**config.mk**
```make
export PLATFORM = sky130hd
export DESIGN_NAME = dither_coord_gen
export DESIGN_NICKNAME = d
export VERILOG_FILES = /design/src/rtl/caster_dither_pkg.sv /design/src/rtl/dither_coord_gen_skid_buffer2.sv /design/src/rtl/dither_coord_gen.sv
export SDC_FILE = /design/constraint.sdc
export NUM_CORES = 1
export LEC_CHECK = 0
export CAP_MARGIN = 20
export CELL_PAD_IN_SITES_DETAIL_PLACEMENT = 1
export CELL_PAD_IN_SITES_GLOBAL_PLACEMENT = 1
export CORE_MARGIN = 4
export CORE_UTILIZATION = 57
export CTS_BUF_LIST = sky130_fd_sc_hd__clkbuf_2
export CTS_CLUSTER_DIAMETER = 200
export DETAILED_ROUTE_END_ITERATION = 12
export DONT_BUFFER_PORTS = 1
export GPL_TIMING_DRIVEN = 0
export HOLD_SLACK_MARGIN = 0.05
export PLACE_DENSITY_LB_ADDON = 0.1
export SLEW_MARGIN = 20
export SYNTH_ARGS = -nofsm -noshare
export SYNTH_HDL_FRONTEND = slang
export SYNTH_SLANG_ARGS = --single-unit
```
**constraint.sdc**
```tcl
create_clock -name clk -period 3.01 [get_ports clk]
set_clock_uncertainty 0.05 [all_clocks]
set_input_delay 0.602 -clock clk [delete_from_list [all_inputs] [get_ports clk]]
set_output_delay 0.602 -clock clk [all_outputs]
set_load 0.02 [all_outputs]
```
**src/rtl/caster_dither_pkg.sv**
```systemverilog
// rtl/caster_dither_pkg.sv - dither matrix periods and sizing helpers shared with the dither stage
package caster_dither_pkg;

  localparam int X_PERIOD_DES  = 3;
  localparam int Y_PERIOD_DES  = 6;
  localparam int X_PERIOD_MONO = 4;
  localparam int Y_PERIOD_MONO = 4;

  localparam int DATA_W  = 16;
  localparam int COORD_W = 3;
  localparam int ENTRY_W = DATA_W + 2 * COORD_W;

  // Any mode other than "MONO" selects the DES matrix.
  function automatic int x_period(input logic [31:0] mode);
    return (mode == "MONO") ? X_PERIOD_MONO : X_PERIOD_DES;
  endfunction

  function automatic int y_period(input logic [31:0] mode);
    return (mode == "MONO") ? Y_PERIOD_MONO : Y_PERIOD_DES;
  endfunction

  function automatic int wcnt_width(input int line_words);
    return (line_words > 2) ? $clog2(line_words) : 1;
  endfunction

endpackage

```
**src/rtl/dither_coord_gen_skid_buffer2.sv**
```systemverilog
// rtl/dither_coord_gen_skid_buffer2.sv - 2-entry valid/ready buffer, head entry is the output register
import caster_dither_pkg::*;

module skid_buffer2 #(
  parameter int WIDTH = ENTRY_W
) (
  input  logic             clk,
  input  logic             rst,
  input  logic             s_valid,
  output logic             s_ready,
  input  logic [WIDTH-1:0] s_data,
  output logic             m_valid,
  input  logic             m_ready,
  output logic [WIDTH-1:0] m_data
);

  logic [WIDTH-1:0] head;
  logic [WIDTH-1:0] tail;
  logic [1:0]       count;
  logic [1:0]       count_next;
  logic             push;
  logic             pop;

  assign push    = s_valid && s_ready;
  assign pop     = (count != 2'd0) && m_ready;
  assign m_valid = (count != 2'd0);
  assign m_data  = head;

  always_comb begin
    count_next = count;
    if (push && !pop) begin
      count_next = count + 2'd1;
    end else if (pop && !push) begin
      count_next = count - 2'd1;
    end
  end

  // s_ready is registered from the next occupancy, so it is low exactly when both entries hold words.
  always_ff @(posedge clk or posedge rst) begin
    if (rst) begin
      head    <= '0;
      tail    <= '0;
      count   <= 2'd0;
      s_ready <= 1'b0;
    end else begin
      count   <= count_next;
      s_ready <= (count_next != 2'd2);
      case (count)
        2'd0: begin
          if (push) head <= s_data;
        end
        2'd1: begin
          if (push && pop) begin
            head <= s_data;
          end else if (push) begin
            tail <= s_data;
          end
        end
        2'd2: begin
          if (pop) head <= tail;
        end
        default: ;
      endcase
    end
  end

endmodule

```
**src/rtl/dither_coord_gen.sv**
```systemverilog
// rtl/dither_coord_gen.sv - tags pixel words with dither matrix coordinates
// Optional frame-to-frame start-row rotation: DITHER_FRAME_ROTATE_EN.
import caster_dither_pkg::*;

module dither_coord_gen #(
  parameter logic [31:0] COLORMODE  = "DES",
  parameter int          LINE_WORDS = 400
) (
  input  logic                 clk,
  input  logic                 rst,
  input  logic                 s_valid,
  output logic                 s_ready,
  input  logic [DATA_W-1:0]    s_data,
  input  logic                 s_sof,
  output logic                 m_valid,
  input  logic                 m_ready,
  output logic [DATA_W-1:0]    m_data,
  output logic [COORD_W-1:0]   x_pos,
  output logic [COORD_W-1:0]   y_pos,
  output logic                 sof_err
);

  localparam int XP = x_period(COLORMODE);
  localparam int YP = y_period(COLORMODE);
  localparam int WW = wcnt_width(LINE_WORDS);

  localparam logic [WW-1:0]      WCNT_LAST = WW'(LINE_WORDS - 1);
  localparam logic [COORD_W-1:0] X_LAST    = COORD_W'(XP - 1);
  localparam logic [COORD_W-1:0] Y_LAST    = COORD_W'(YP - 1);

  logic [WW-1:0]      wcnt;
  logic [COORD_W-1:0] xc;
  logic [COORD_W-1:0] yc;
  logic [COORD_W-1:0] phase;
  logic               accept;
  logic [COORD_W-1:0] tag_x;
  logic [COORD_W-1:0] tag_y;
  logic [ENTRY_W-1:0] buf_out;

  assign accept = s_valid && s_ready;

  // Tags come from the pre-increment state; SOF overrides both coordinates.
  always_comb begin
    tag_x = xc;
    tag_y = yc;
    if (s_sof) begin
      tag_x = '0;
      tag_y = phase;
    end
  end

  always_ff @(posedge clk or posedge rst) begin
    if (rst) begin
      wcnt    <= '0;
      xc      <= '0;
      yc      <= '0;
      sof_err <= 1'b0;
    end else begin
      sof_err <= accept && s_sof && (wcnt != '0);
      if (accept) begin
        if (s_sof) begin
          wcnt <= WW'(1);
          xc   <= COORD_W'(1);
          yc   <= phase;
        end else if (wcnt == WCNT_LAST) begin
          wcnt <= '0;
          xc   <= '0;
          yc   <= (yc == Y_LAST) ? '0 : yc + COORD_W'(1);
        end else begin
          wcnt <= wcnt + WW'(1);
          xc   <= (xc == X_LAST) ? '0 : xc + COORD_W'(1);
        end
      end
    end
  end

`ifdef DITHER_FRAME_ROTATE_EN
  always_ff @(posedge clk or posedge rst) begin
    if (rst) begin
      phase <= '0;
    end else if (accept && s_sof) begin
      phase <= (phase == Y_LAST) ? '0 : phase + COORD_W'(1);
    end
  end
`else
  assign phase = '0;
`endif

  skid_buffer2 #(
    .WIDTH(ENTRY_W)
  ) u_skid (
    .clk    (clk),
    .rst    (rst),
    .s_valid(s_valid),
    .s_ready(s_ready),
    .s_data ({s_data, tag_x, tag_y}),
    .m_valid(m_valid),
    .m_ready(m_ready),
    .m_data (buf_out)
  );

  assign {m_data, x_pos, y_pos} = buf_out;

endmodule

```
==> results.md <==
- Status: complete, no violations
- First-pass GRT wire length: 11180 um
- TritonCTS buffer count: 9
- # DRC: 0
- Largest fanout on the critical path: 4
- Total Routing Usage GR: 22.69%
- Synth Net Count: 273
- Pre-Repair DR Iteration Count: 4
- Final Cell Area: 3358 um2
- Post-Synthesis Cells: 247
- Netlist Area Pre-Place: 3100 um2
- Hold slack: 0.2215 ns
- CP required: 2.36 ns
- FFs w/ async S/R, synth: 100.0%
- Synth cell types: 42
- Worst Setup Path Type: register to output pin
- Chip height: 81.75 um
- Vias per inst: 5.737
- Max-cap violations: 0
- Leakage power: 1.551 nW
- Post-DP Area: 3218 um2
- Commonest non-fill, non-tap cell in the layout: dfrtp_1
- IO buf count: 0
- DIE AREA: 6683 um2
- Slew HR: 72.14%
- Antenna cells: 0
- Synth Area in Compound Gates: 6.295%
- IO Count: 46
- Unrepaired setup endpoints after global routing: no
- Area Overhead vs Synth: 8.313%
- Synth Warn #: 0
- Seq/Total Area, Yosys: 50.85%
- Initial antenna violation count: 0
- Hpwl dp: 4871 um
- Tightest Hold Check Type: primary input to register
- Core area: 5205 um2
- Sum Neg Setup Slack: 0 ns
- Largest family of logic cells by synthesized area: multiplexers
- CTS clk-pin slew, worst paths: 0.18 ns
- CP Capture Type: output pin
- Simple-gate share of the synthesized area: 10.33%
- Crit path arrival time: 1.47 ns
- Post-Place Cells: 318
- Hold Fails Final Rpt: 0
- WL final: 6817 um
- Nets: 286
- Via count: 1922
- Initial drt markers: 57
- Synthesized flop and latch total: 63
- Post-synth top flop: dfrtp_1
- Crit path time final: 2.118 ns
- Initial Util: 59.57%
- Max-slew violation count: 0
- Number of global-route vias before repair: 2195
- Pwr/cell area: 1137 nW/um2
- H-tree Lvls: 3
- Root Buffer: clkbuf_2
- Syn Area/Cell: 12.55 um2
- XOR/XNOR Fraction of Synth Area: 2.825%
- Number of synthesized flops with an enable pin: 0
- Post-synthesis mux area share: 23.65%
- Num Clock Sinks: 63
- Post-CTS Resized: 0
- Endpoints failing setup: 0
- Total power: 3.817 mW
- Max clock buf depth: 2
- Filler-free cell count of the finished design: 335
- Row cnt: 26
- Post-Synth Adder-Cell Area: 2.704%
- Largest net degree at the start of global routing: 51
- Die Wd: 81.75 um
- Skew-Pair Late Insertion Delay: 0.45 ns
- Filler cells: 545
- Highest Clock Rate: 0.4720 GHz
- Post-CTS Setup Bufs: 0
- Total global routing overflow: 0
- Setup crit start kind: register
- Most frequent cells in the layout: dfrtp_1, mux2_4, nand2_1, mux2_2, o21ai_0
- Measured slew at the worst slew-check pin: 0.4179 ns
- CTS tree: built
- Gpl congestion: 0.8095
- Post-route ant nets: 0
- Maximum vdd drop: 0.4515 mV
- Layout cells sized above 1: 33.58%
- Routed WL per cell: 20.35 um
- Period utilization: 70.38%
-- per-stage QoR --
stage / util, % / worst slack (ns)
2_1_floorplan: - / 0.7883
3_3_place_gp: 61.25 / 0.1082
3_5_place_dp: 61.83 / 0.9482
4_1_cts: 64.52 / 0.8393
5_1_grt: 64.52 / 0.7527
6_report: 64.52 / 0.8915
-- worst paths after layout --
| path | startpoint | endpoint | slack, ns | cells after the start |
|---|---|---|---|---|
| max | u_skid.count[1] | m_valid | 0.89 | 3 |
| min | s_data[2] | u_skid.tail[8] | 0.22 | 1 |
| max reg2reg | u_skid.count[1] | u_skid.m_data[16] | 0.92 | 7 |
| min reg2reg | u_skid.tail[0] | u_skid.tail[0] | 0.47 | 2 |
| max in group asynchronous | rst | u_skid.m_data[6] | 1.95 | 3 |
| min in group asynchronous | rst | sof_err | 0.47 | 2 |
-- layer usage --
layer	track usage (%)	vias up	routed length, um
met5	0	-	0
met4	11.13	0	188
met3	6.250	19	395
met2	38.13	47	3368
met1	26.68	970	2864
li1	-	886	-
-- where the power goes --
part | total (mW) | switching (mW) | leakage, nW | internal, mW
clock | 0.583 | 0.299 | 0.0859 | 0.284
combinational | 1.66 | 0.728 | 0.670 | 0.934
sequential | 1.57 | 0.403 | 0.795 | 1.17
-- synth_stat cells, drive strengths merged, types with 2 or more instances --
cell type  count  area (um2)
a211oi         2       20.02
a21oi          6       45.05
buf            8       58.80
clkbuf         2       7.510
dfrtp         63        1577
ha             5       62.56
inv            9       33.78
maj3           2       21.27
mux2          54       713.2
mux2i          2       20.02
nand2         26       97.59
nand2b         3       26.27
nand3          6       42.54
nand4          4       40.04
nor2          11       41.29
nor3           4       25.02
nor4           2       12.51
o21ai         16       80.08
xnor2          8       70.07
xor2           2       17.52
-- sequential cells by signal (all words and copies together), names as in the netlist --
name            flops
yc                  3
xc                  3
u_skid.s_ready      1
sof_err             1
u_skid.m_data      22
wcnt                9
u_skid.tail        22
u_skid.count        2
-- worst max-delay path: stages (launching register included) --
cell and delay (ns):
dfrtp_1 0.42, inv_1 0.14, ha_1 0.28, inv_1 0.16
-- layout make-up --
| class | count | area, um2 | area share, % |
|---|---|---|---|
| Buffer | 10 | 66.31 | 1.975 |
| Clock buffer | 12 | 60.06 | 1.788 |
| Clock inverter | 4 | 70.07 | 2.086 |
| Inverter | 10 | 40.04 | 1.192 |
| Multi-Input combinational cell | 164 | 1420 | 42.29 |
| Sequential cell | 63 | 1577 | 46.94 |
| Tap cell | 70 | 87.58 | 2.608 |
| Timing Repair Buffer | 2 | 37.54 | 1.118 |
-- kinds of logic after synthesis --
family / count (synthesis)
adders and majority gates: 7
and+or+nand+nor: 61
muxes: 56
AOI/OAI and AO/OA: 30
xor gates and xnor gates: 10
DFF: 63
buffers and inverters: 20
-- what timing repair did --
| item | 4_1_cts | 5_1_grt |
|---|---|---|
| endpoints found under the hold margin | 13 | 0 |
| endpoints found under the setup margin | 0 | 0 |
| hold buffers | 1 | 0 |
(Power assumes the default switching activity.)
